[src/rtl/sub32_pipe_pkg.sv]
// sub32_pipe_pkg
// Shared definitions for the four-lane saturating subtract pipeline.
// Holds the lane width, the positions of the status bits in each lane's
// status word, and the signed saturation limits. It also provides a helper
// that packs one lane's status flags into its 32-bit status word.
package sub32_pipe_pkg;

    localparam int LANE_W = 32;

    // Bit positions inside each lane's 32-bit status word.
    localparam int ST_SAT = 3;
    localparam int ST_GT  = 2;
    localparam int ST_EQ  = 1;
    localparam int ST_LS  = 0;

    // Signed saturation limits.
    localparam logic [LANE_W-1:0] SAT_POS = 32'h7FFF_FFFF;
    localparam logic [LANE_W-1:0] SAT_NEG = 32'h8000_0000;

    // Flags produced by one lane. The field order matches the layout of the
    // status word.
    typedef struct packed {
        logic sat;
        logic gt;
        logic eq;
        logic ls;
    } lane_status_t;

    // Place each flag at its own index. Every other bit of the word is zero.
    function automatic logic [LANE_W-1:0] pack_status(input lane_status_t s);
        logic [LANE_W-1:0] w;
        w         = '0;
        w[ST_SAT] = s.sat;
        w[ST_GT]  = s.gt;
        w[ST_EQ]  = s.eq;
        w[ST_LS]  = s.ls;
        return w;
    endfunction

endpackage

[src/rtl/sub32_lane.sv]
// sub32_lane
// Combinational 32-bit saturating subtract for one lane.
// Ports:
//   a, b        : minuend and subtrahend
//   signed_mode : 1 = two's complement operands, 0 = unsigned operands
//   diff        : a - b, saturated to the 32-bit range of the mode
//   sat         : the difference was clamped
//   gt, eq, ls  : a > b, a == b, a < b in the active mode (exactly one is set)
module sub32_lane
    import sub32_pipe_pkg::*;
(
    input  logic [LANE_W-1:0] a,
    input  logic [LANE_W-1:0] b,
    input  logic              signed_mode,
    output logic [LANE_W-1:0] diff,
    output logic              sat,
    output logic              gt,
    output logic              eq,
    output logic              ls
);

    logic [LANE_W:0] a_ext;
    logic [LANE_W:0] b_ext;
    logic [LANE_W:0] d_ext;

    // In both modes the true difference fits in 33-bit two's complement.
    // The top bit of d_ext is therefore the real sign of a - b, and it also
    // gives the a < b result for the magnitude compare.
    // In signed mode, bits 32 and 31 differ only when the result falls
    // outside the 32-bit signed range.
    always_comb begin
        a_ext = {signed_mode & a[LANE_W-1], a};
        b_ext = {signed_mode & b[LANE_W-1], b};
        d_ext = a_ext - b_ext;

        ls   = d_ext[LANE_W];
        eq   = (a == b);
        gt   = !ls && !eq;

        diff = d_ext[LANE_W-1:0];
        sat  = 1'b0;

        if (signed_mode) begin
            if (d_ext[LANE_W] != d_ext[LANE_W-1]) begin
                sat  = 1'b1;
                diff = d_ext[LANE_W] ? SAT_NEG : SAT_POS;
            end
        end else if (ls) begin
            sat  = 1'b1;
            diff = '0;
        end
    end

endmodule

[src/rtl/sub32_pipe.sv]
// sub32_pipe
// Two-stage pipelined saturating subtract over LANES x 32-bit lanes.
// Only LANES = 4 is supported.
// Stage 1 registers the operands and the mode. Stage 2 registers the
// per-lane saturated difference and the status word.
// Ports:
//   clk, rst_n         : clock; asynchronous active-low reset
//   in_valid, in_ready : input handshake
//   src0, src1         : packed lane operands; lane i = bits [i*32+31:i*32]
//   sign_s0, sign_s1   : signed mode when either one is set
//   out_valid, out_ready : output handshake
//   dst                : per-lane saturated difference
//   st                 : per-lane status; lane bits [3:0] = {sat, gt, eq, ls}
//   sat_clr            : synchronous clear of sat_cnt
//   sat_cnt            : saturating count of clamped lanes that were delivered
module sub32_pipe
    import sub32_pipe_pkg::*;
#(
    parameter int LANES = 4,
    parameter int SATW  = 16
) (
    input  logic                    clk,
    input  logic                    rst_n,
    input  logic                    in_valid,
    output logic                    in_ready,
    input  logic [LANES*LANE_W-1:0] src0,
    input  logic [LANES*LANE_W-1:0] src1,
    input  logic                    sign_s0,
    input  logic                    sign_s1,
    output logic                    out_valid,
    input  logic                    out_ready,
    output logic [LANES*LANE_W-1:0] dst,
    output logic [LANES*LANE_W-1:0] st,
    input  logic                    sat_clr,
    output logic [SATW-1:0]         sat_cnt
);

    localparam int DW    = LANES * LANE_W;
    localparam int CNT_W = $clog2(LANES + 1);

    logic          advance;
    logic          s1_valid;
    logic [DW-1:0] s1_src0;
    logic [DW-1:0] s1_src1;
    logic          s1_signed;
    logic [DW-1:0] dst_next;
    logic [DW-1:0] st_next;
    logic [CNT_W-1:0] sat_lanes;
    logic [SATW:0]    sat_sum;
    logic [SATW-1:0]  sat_next;

    // The whole pipeline moves together. It stops only while a result is
    // waiting at the output and the consumer is not taking it.
    assign advance  = !(out_valid && !out_ready);
    assign in_ready = advance;

    // Stage 1. Operand registers are loaded only for real beats, so idle
    // inputs never disturb any state. An empty slot still advances, which
    // lets bubbles flow through.
    always_ff @(posedge clk or negedge rst_n) begin
        if (!rst_n) begin
            s1_valid  <= 1'b0;
            s1_src0   <= '0;
            s1_src1   <= '0;
            s1_signed <= 1'b0;
        end else if (advance) begin
            s1_valid <= in_valid;
            if (in_valid) begin
                s1_src0   <= src0;
                s1_src1   <= src1;
                s1_signed <= sign_s0 || sign_s1;
            end
        end
    end

    // One combinational lane per 32-bit slice sits between the two stages.
    for (genvar i = 0; i < LANES; i++) begin : g_lane
        logic [LANE_W-1:0] lane_diff;
        logic              lane_sat;
        logic              lane_gt;
        logic              lane_eq;
        logic              lane_ls;
        lane_status_t      lane_stat;

        sub32_lane u_lane (
            .a           (s1_src0[i*LANE_W +: LANE_W]),
            .b           (s1_src1[i*LANE_W +: LANE_W]),
            .signed_mode (s1_signed),
            .diff        (lane_diff),
            .sat         (lane_sat),
            .gt          (lane_gt),
            .eq          (lane_eq),
            .ls          (lane_ls)
        );

        assign lane_stat                    = {lane_sat, lane_gt, lane_eq, lane_ls};
        assign dst_next[i*LANE_W +: LANE_W] = lane_diff;
        assign st_next[i*LANE_W +: LANE_W]  = pack_status(lane_stat);
    end

    // Stage 2. When stage 1 is empty and the pipe advances, out_valid drops.
    // dst and st keep their last values because nobody consumes them then.
    always_ff @(posedge clk or negedge rst_n) begin
        if (!rst_n) begin
            out_valid <= 1'b0;
            dst       <= '0;
            st        <= '0;
        end else if (advance) begin
            out_valid <= s1_valid;
            if (s1_valid) begin
                dst <= dst_next;
                st  <= st_next;
            end
        end
    end

    // Count the sat flags of the beat currently on the output. The sum is
    // one bit wider than sat_cnt. Each step adds at most LANES, so a carry
    // into that extra bit means the count has passed its maximum.
    always_comb begin
        sat_lanes = '0;
        for (int i = 0; i < LANES; i++) begin
            sat_lanes = sat_lanes + CNT_W'(st[i*LANE_W + ST_SAT]);
        end
        sat_sum  = {1'b0, sat_cnt} + (SATW+1)'(sat_lanes);
        sat_next = sat_sum[SATW] ? {SATW{1'b1}} : sat_sum[SATW-1:0];
    end

    // A clear wins over an increment in the same cycle.
    always_ff @(posedge clk or negedge rst_n) begin
        if (!rst_n) begin
            sat_cnt <= '0;
        end else if (sat_clr) begin
            sat_cnt <= '0;
        end else if (out_valid && out_ready) begin
            sat_cnt <= sat_next;
        end
    end

endmodule
[config.mk]
export PLATFORM = sky130hd
export DESIGN_NAME = sub32_pipe
export DESIGN_NICKNAME = d
export VERILOG_FILES = /design/src/rtl/sub32_pipe_pkg.sv /design/src/rtl/sub32_lane.sv /design/src/rtl/sub32_pipe.sv
export SDC_FILE = /design/constraint.sdc
export NUM_CORES = 1
export LEC_CHECK = 0
export CORE_ASPECT_RATIO = 0.9
export CORE_MARGIN = 8
export CORE_UTILIZATION = 30
export DETAILED_ROUTE_END_ITERATION = 8
export GPL_ROUTABILITY_DRIVEN = 0
export HOLD_SLACK_MARGIN = 0.15
export PLACE_DENSITY = 0.49
export SLEW_MARGIN = 20
export SYNTH_ARGS = -nofsm -noshare
export SYNTH_HDL_FRONTEND = slang
export SYNTH_HIERARCHICAL = 1
export SYNTH_SLANG_ARGS = --single-unit
[constraint.sdc]
create_clock -name clk -period 7.14 [get_ports clk]
set_input_delay 1.785 -clock clk [delete_from_list [all_inputs] [get_ports clk]]
set_output_delay 1.785 -clock clk [all_outputs]
set_load 0.005 [all_outputs]
# Yosys cells after proc, flatten, opt, wreduce, memory -nomap -nowiden
# Cells that the tools add are included.
[totals]
register_bits = 419
input_bits = 263
out_inout_bits = 274
elab_cells = 84
[classes]
addsub = 8
eq_ne = 8
muxes = 31
bitwise_logic = 9
reduce_logical = 20
[ops]
columns = ["cell", "n"]
rows = [
  ["32-bit two-way mux", 16],
  ["33-bit subtractor", 4],
  ["32-bit equality test", 4],
  ["16-bit two-way mux", 3],
  ["16-bit by 3-bit adder with 17-bit output", 1],
  ["1-bit two-way mux", 12],
  ["1-bit zero test", 10],
  ["1-bit AND", 8],
  ["1-bit logical AND", 6],
  ["1-bit inequality test", 4],
  ["2-bit AND reduction", 2],
  ["2-bit by 1-bit adder with 3-bit output", 1],
  ["3-bit by 1-bit adder with 3-bit output", 1],
  ["1-bit by 1-bit adder with 2-bit output", 1],
  ["2-bit nonzero test", 1],
  ["1-bit logical OR", 1],
  ["1-bit NOT", 1],
]

# Longest topological paths before layout
[logic_depth]
word_depth = 7
mapped_depth = 20
ltp_nobuf = 19

# Hierarchy
# Netlist, hierarchy kept.
[by_module_without_submodules]
columns = ["mod", "instances", "cells_each", "area_per_inst_um2", "seq_area_each_um2"]
rows = [
  ["sub32_pipe", 1, 1076, 16697.3, 10485.1],
  ["sub32_lane at g_lane[0].u_lane ...", 2, 340, 2344.7, 0.0],
  ["sub32_lane at g_lane[2].u_lane ...", 2, 337, 2173.3, 0.0],
]

# Least setup slack after synthesis
# Ideal clock, no wire load.
[synth_path]
kind = "register -> register"
start = "register s1_src0[103]"
end = "register dst[126]"
setup_time_ns = 0.065
t_arrival_ns = 3.918
required_ns = 7.075
setup_slack_ns = 3.157
path_stages_with_launch = 19
path_buffers = 0
synth_period_minus_slack_ns = 3.983
path_cell_list = "dfrtp_1 ha_1 nand3_1 o211ai_1 a21oi_1 o311ai_1 nand2_1 o21a_1 o21ai_0 a31oi_1 xnor2_1 ha_1 nor2b_1 and3_1 a211o_1 or3_4 a311o_1 a211oi_2 mux2_1"
[synth_via]
elab_chain_len = 4
elab_cells_between_ends = 6
cone_classes = "1 x add/sub; 1 x eq/ne; 4 x mux"
[synth_lines]
columns = ["element", "line", "text"]
rows = [
  ["from (decl)", "sub32_pipe.sv:43", "logic [DW-1:0] s1_src0;"],
  ["from (signal assigned)", "sub32_pipe.sv:69", "s1_src0 <= src0;"],
  ["33-bit subtractor *", "sub32_lane.sv:34", "d_ext = a_ext - b_ext;"],
  ["32-bit two-way mux or 1-bit inequality test (tied branches)", "sub32_lane.sv:46, sub32_lane.sv:44", ""],
  ["32-bit two-way mux", "sub32_lane.sv:44", "if (d_ext[LANE_W] != d_ext[LANE_W-1]) begin"],
  ["32-bit two-way mux *", "sub32_lane.sv:43", "if (signed_mode) begin"],
  ["net g_lane[3].lane_diff[30]", "sub32_pipe.sv:78", "logic [LANE_W-1:0] lane_diff;"],
  ["to (signal assigned)", "sub32_pipe.sv:111", "dst <= dst_next;"],
  ["to (decl)", "sub32_pipe.sv:32", "output logic [LANES*LANE_W-1:0] dst,"],
]
# The timed path passes the listed nets; every way through them passes the cells marked *.
# A chain may end at the register's enable or synchronous reset.

# Worst setup path in the final report
[layout_path]
start = "register s1_src0[0]"
end = "register dst[26]"
[layout_via]
elab_chain_len = 4
elab_cells_between_ends = 6
cone_classes = "1 x add/sub; 1 x eq/ne; 4 x mux"
[layout_lines]
columns = ["element", "line", "text"]
rows = [
  ["33-bit subtractor *", "sub32_lane.sv:34", ""],
  ["net g_lane[0].lane_ls", "sub32_pipe.sv:82", "logic lane_ls;"],
  ["32-bit two-way mux or 1-bit inequality test (tied branches)", "sub32_lane.sv:46, sub32_lane.sv:44", ""],
  ["32-bit two-way mux", "sub32_lane.sv:44", ""],
  ["32-bit two-way mux *", "sub32_lane.sv:43", ""],
  ["net g_lane[0].lane_diff[26]", "sub32_pipe.sv:78", ""],
]
# Marks and branches as above.

==> key figures <==
Drt
  – Detailed Route WL: 78400 um
  – 1st-pass router iterations: 5
  – Via density: 4.87
  – Avg WL per Cell: roughly 20 um
  – DR vias: 19540
  – Initial DRC count: 1029
  – Post-route ant nets: 0
  – DRC: 0

STA
  – Final worst slack: 2.15 ns
  – Skew final: 0.0246 ns
  – Period utilisation layout: 69.9%
  – Min cycle time layout: 4.99 ns
  – Final setup violating endpoints: 0
  – Final Hold Fails: 0
  – Final slew viol count: 0
  – Worst rel slew slack: 29.4%
  – TNS Setup: 0 ns
  – Slew at the pin closest to its max-slew limit: 1.06 ns
  – RSZ-0062 raised after global routing: false
  – Max Freq: 0.200 GHz

Synthesis
  – Synth Area in Compound Gates: 14.8%
  – Share of the synthesized area in the top cell type: 40.7%
  – Main combinational cell family by area after synthesis: multiplexers
  – Post-synthesis mux area share: 17.9%
  – Top cells by area, synth: dfrtp_1, mux2_1, ha_1
  – Synth Register Bits: about 420
  – Largest area contributor in the netlist: dfrtp_1
  – Synthesized cell area: 25700 um^2
  – Async set-reset flop share out of synthesis: 100%
  – Synth Flop Type: dfrtp_1
  – Synth cell types: 75
  – EDFF count, synth: 0
  – Syn avg cell area: 10.6 um^2
  – XOR/XNOR Fraction of Synth Area: 4.08%
  – Register area share after synthesis: 40.7%
  – Area share of fa/ha/maj cells after synthesis: 7.01%
  – Post-Synthesis Cells: between 2000 and 2500
  – Synth warn: 6
  – Simple-Gate Fraction of Synth Area: 7.59%

Clocking
  – Clock-pin slew on the worst setup and hold paths: 0.06 ns
  – CTS Buffer Depth: 3
  – PostCTS Resize Cnt: 0
  – Hold buffer count at CTS: 0
  – Num CTS Buffers: 51
  – Htree depth: 2
  – Clk_lat worst skew: about 0.63 ns
  – CTS Root Cell: clkbuf_16
  – Post-CTS Setup Repair Bufs: 0
  – Clock Sinks: roughly 420
  – CTS tree: done

Floorplan
  – Row cnt: 102
  – Die width: 325 um
  – Area of the core: 85500 um^2
  – Die ar.: 95400 um^2
  – Ports: 537
  – Starting Density: 30.1%
  – Die Height: 294 um

Setup path
  – WP buf/inv: 2
  – CP max stage delay: 0.85 ns
  – WS Path Type: reg2reg
  – Crit path capture type: flip-flop
  – CP startpoint kind: flip-flop
  – Critical Path AT: 5.48 ns
  – Crit-path cells: inv_1 -> ha_1 -> fa_1 -> nand2b_1 -> a211oi_1 -> o21ai_0 -> a31o_2 -> o221ai_4 -> xor2_1 -> inv_1 -> ha_1 -> nand2b_2 -> o21ai_0 -> a31oi_1 -> a21oi_2 -> mux2_1
  – Worst EP required: 7.63 ns
  – CP max-delay cell: nand2b_2
  – CP top delay family: compound AO/OA/AOI/OAI gates
  – Worst Path Max Fanout: 32

GRT
  – Pin count of the biggest net entering global routing: 150
  – Total congestion overflow: 0
  – Total Routing Usage GR: approximately 16%
  – Vias in the first global route: ~20000
  – Initial antenna violation count: 23
  – First-pass GRT wire length: ~120000 um

Finish
  – Total Nets Final: about 3200
  – Layout Cells excl Fill: 4015
  – Syn-to-layout area delta: 26.4%
  – Final core area utilization: 38.0%
  – Layout cells sized above 1: under 10%

Placement
  – Dpl ws: 2.19 ns
  – DP HPWL: ~60000 um
  – Placed insts: 3910
  – IO buf count: 424

Power
  – Power consumption: 12.0 mW
  – Pwr/cell area: 369 nW/um^2
  – Peak VDD IR: roughly 0.18 mV
  – Leakage: 14.2 nW

Run status
  – Status: finished clean

Hold path
  – Hold crit path type: reg2reg

Job
  – Max cap viols: 0
cells in the final DEF (no fill, tap or decap), types with 14 or more instances in the layout:
master             n
nor2_1            74
xnor2_1           56
nand3_1           37
mux2_2            37
o21a_1            15
clkbuf_8          16
conb_1           112
a21oi_1          197
nand4_1           19
clkdlybuf4s50_1  423
nor4_1            17
a211oi_1          21
dfrtp_1          418
nand2_1          104
a31oi_1           20
inv_1            184
nor2b_1           14
clkbuf_16         51
a21o_1            41
nor3_1            31
xor2_1            64
and3_1            16
nand2b_1          22
a21oi_2           66
mux2_1           365
ha_1             133
o21ai_0           80
per-layer routing:
metal  vias to the layer above  routed length, um  GRT usage (%)
met2                       530              36400           26.1
met1                      9613              34200           19.8
met4                        22               2330           5.21
li1                       9226                  -              -
met3                       149               5420           4.92
met5                         -                147              0
through the flow:
step / hold slack, ns / area, um^2
2_1_floorplan: 0.436 / 26200
3_3_place_gp: 0.474 / 30700
3_5_place_dp: 0.481 / 30700
4_1_cts: 0.495 / 32500
5_1_grt: 0.506 / 32500
6_report: 0.490 / 32500
registers in the layout, indices dropped and copies added, names as in the netlist:
name	count
out_valid	1
s1_src0	128
st	16
s1_src1	128
dst	128
s1_valid	1
sat_cnt	16
s1_signed	1
worst paths after layout:
kind / from / endpoint / slack [ns] / depth (start not counted)
worst max-delay path: s1_src0[0] / dst[26] / 2.15 / 16
worst min-delay path: dst[71] / dst[71] / 0.49 / 1
worst max register to register: s1_src0[0] / dst[26] / 2.15 / 16
worst min register to register: dst[71] / dst[71] / 0.49 / 1
max in group asynchronous: rst_n / s1_signed / 4.36 / 2
min in group asynchronous: rst_n / s1_src0[80] / 1.20 / 1
synth_stat cells (10+ instances only):
cell type / instances
clkbuf_1: 34
a31oi_1: 20
nor4_1: 17
and3_1: 16
mux2_2: 37
o211ai_1: 10
o21ai_0: 80
nand2_1: 106
mux2_1: 365
xnor2_1: 56
buf_4: 114
a21o_1: 41
a21oi_1: 197
nor2b_1: 14
xor2_1: 64
nand4_1: 19
ha_1: 133
o21a_1: 15
nor2_1: 74
inv_1: 184
nor3_1: 31
o21ai_1: 11
a21oi_2: 66
dfrtp_1: 419
a211oi_1: 21
nand2b_1: 24
nand3_1: 37
buf_2: 54
worst register-to-register path: cells and delay by family, from the launching register on:
| kind | cells | cell delay [ns] |
|---|---|---|
| flip-flops | 1 | 0.34 |
| AND/OR/NAND/NOR | 2 | 1.03 |
| buffers and inverters | 2 | 0.13 |
| adder cells (fa/ha/maj) | 3 | 0.97 |
| XOR/XNOR | 1 | 0.27 |
| AO/OA/AOI/OAI | 7 | 1.84 |
| multiplexers | 1 | 0.30 |
power breakdown:
group / total, mW / internal (mW) / switching [mW]
clock network: 2.80 / 1.67 / 1.13
registers: 3.41 / 2.99 / 0.425
logic: 5.78 / 2.65 / 3.13
area by class of cell:
cell class / instances / area [um^2]
antenna: 9 / 22.5
multi-input combinational: 1728 / 13700
clock buffer: 72 / 1520
inverter: 184 / 691
timing repair buffer: 435 / 4390
tap: 1144 / 1430
clock inverter: 24 / 302
fill: 8467 / 53000
sequential: 419 / 10500
cell families (layout without fill, tap and decap cells):
group | count (synthesis) | count (layout)
compound gates | 568 | 568
flops | 419 | 419
mux | 408 | 408
buf+inv | 394 | 715
simple gates | 380 | 380
fa+ha+maj | 140 | 140
xor+xnor | 120 | 120
other cells | 1 | 121
(Power assumes the default switching activity.)
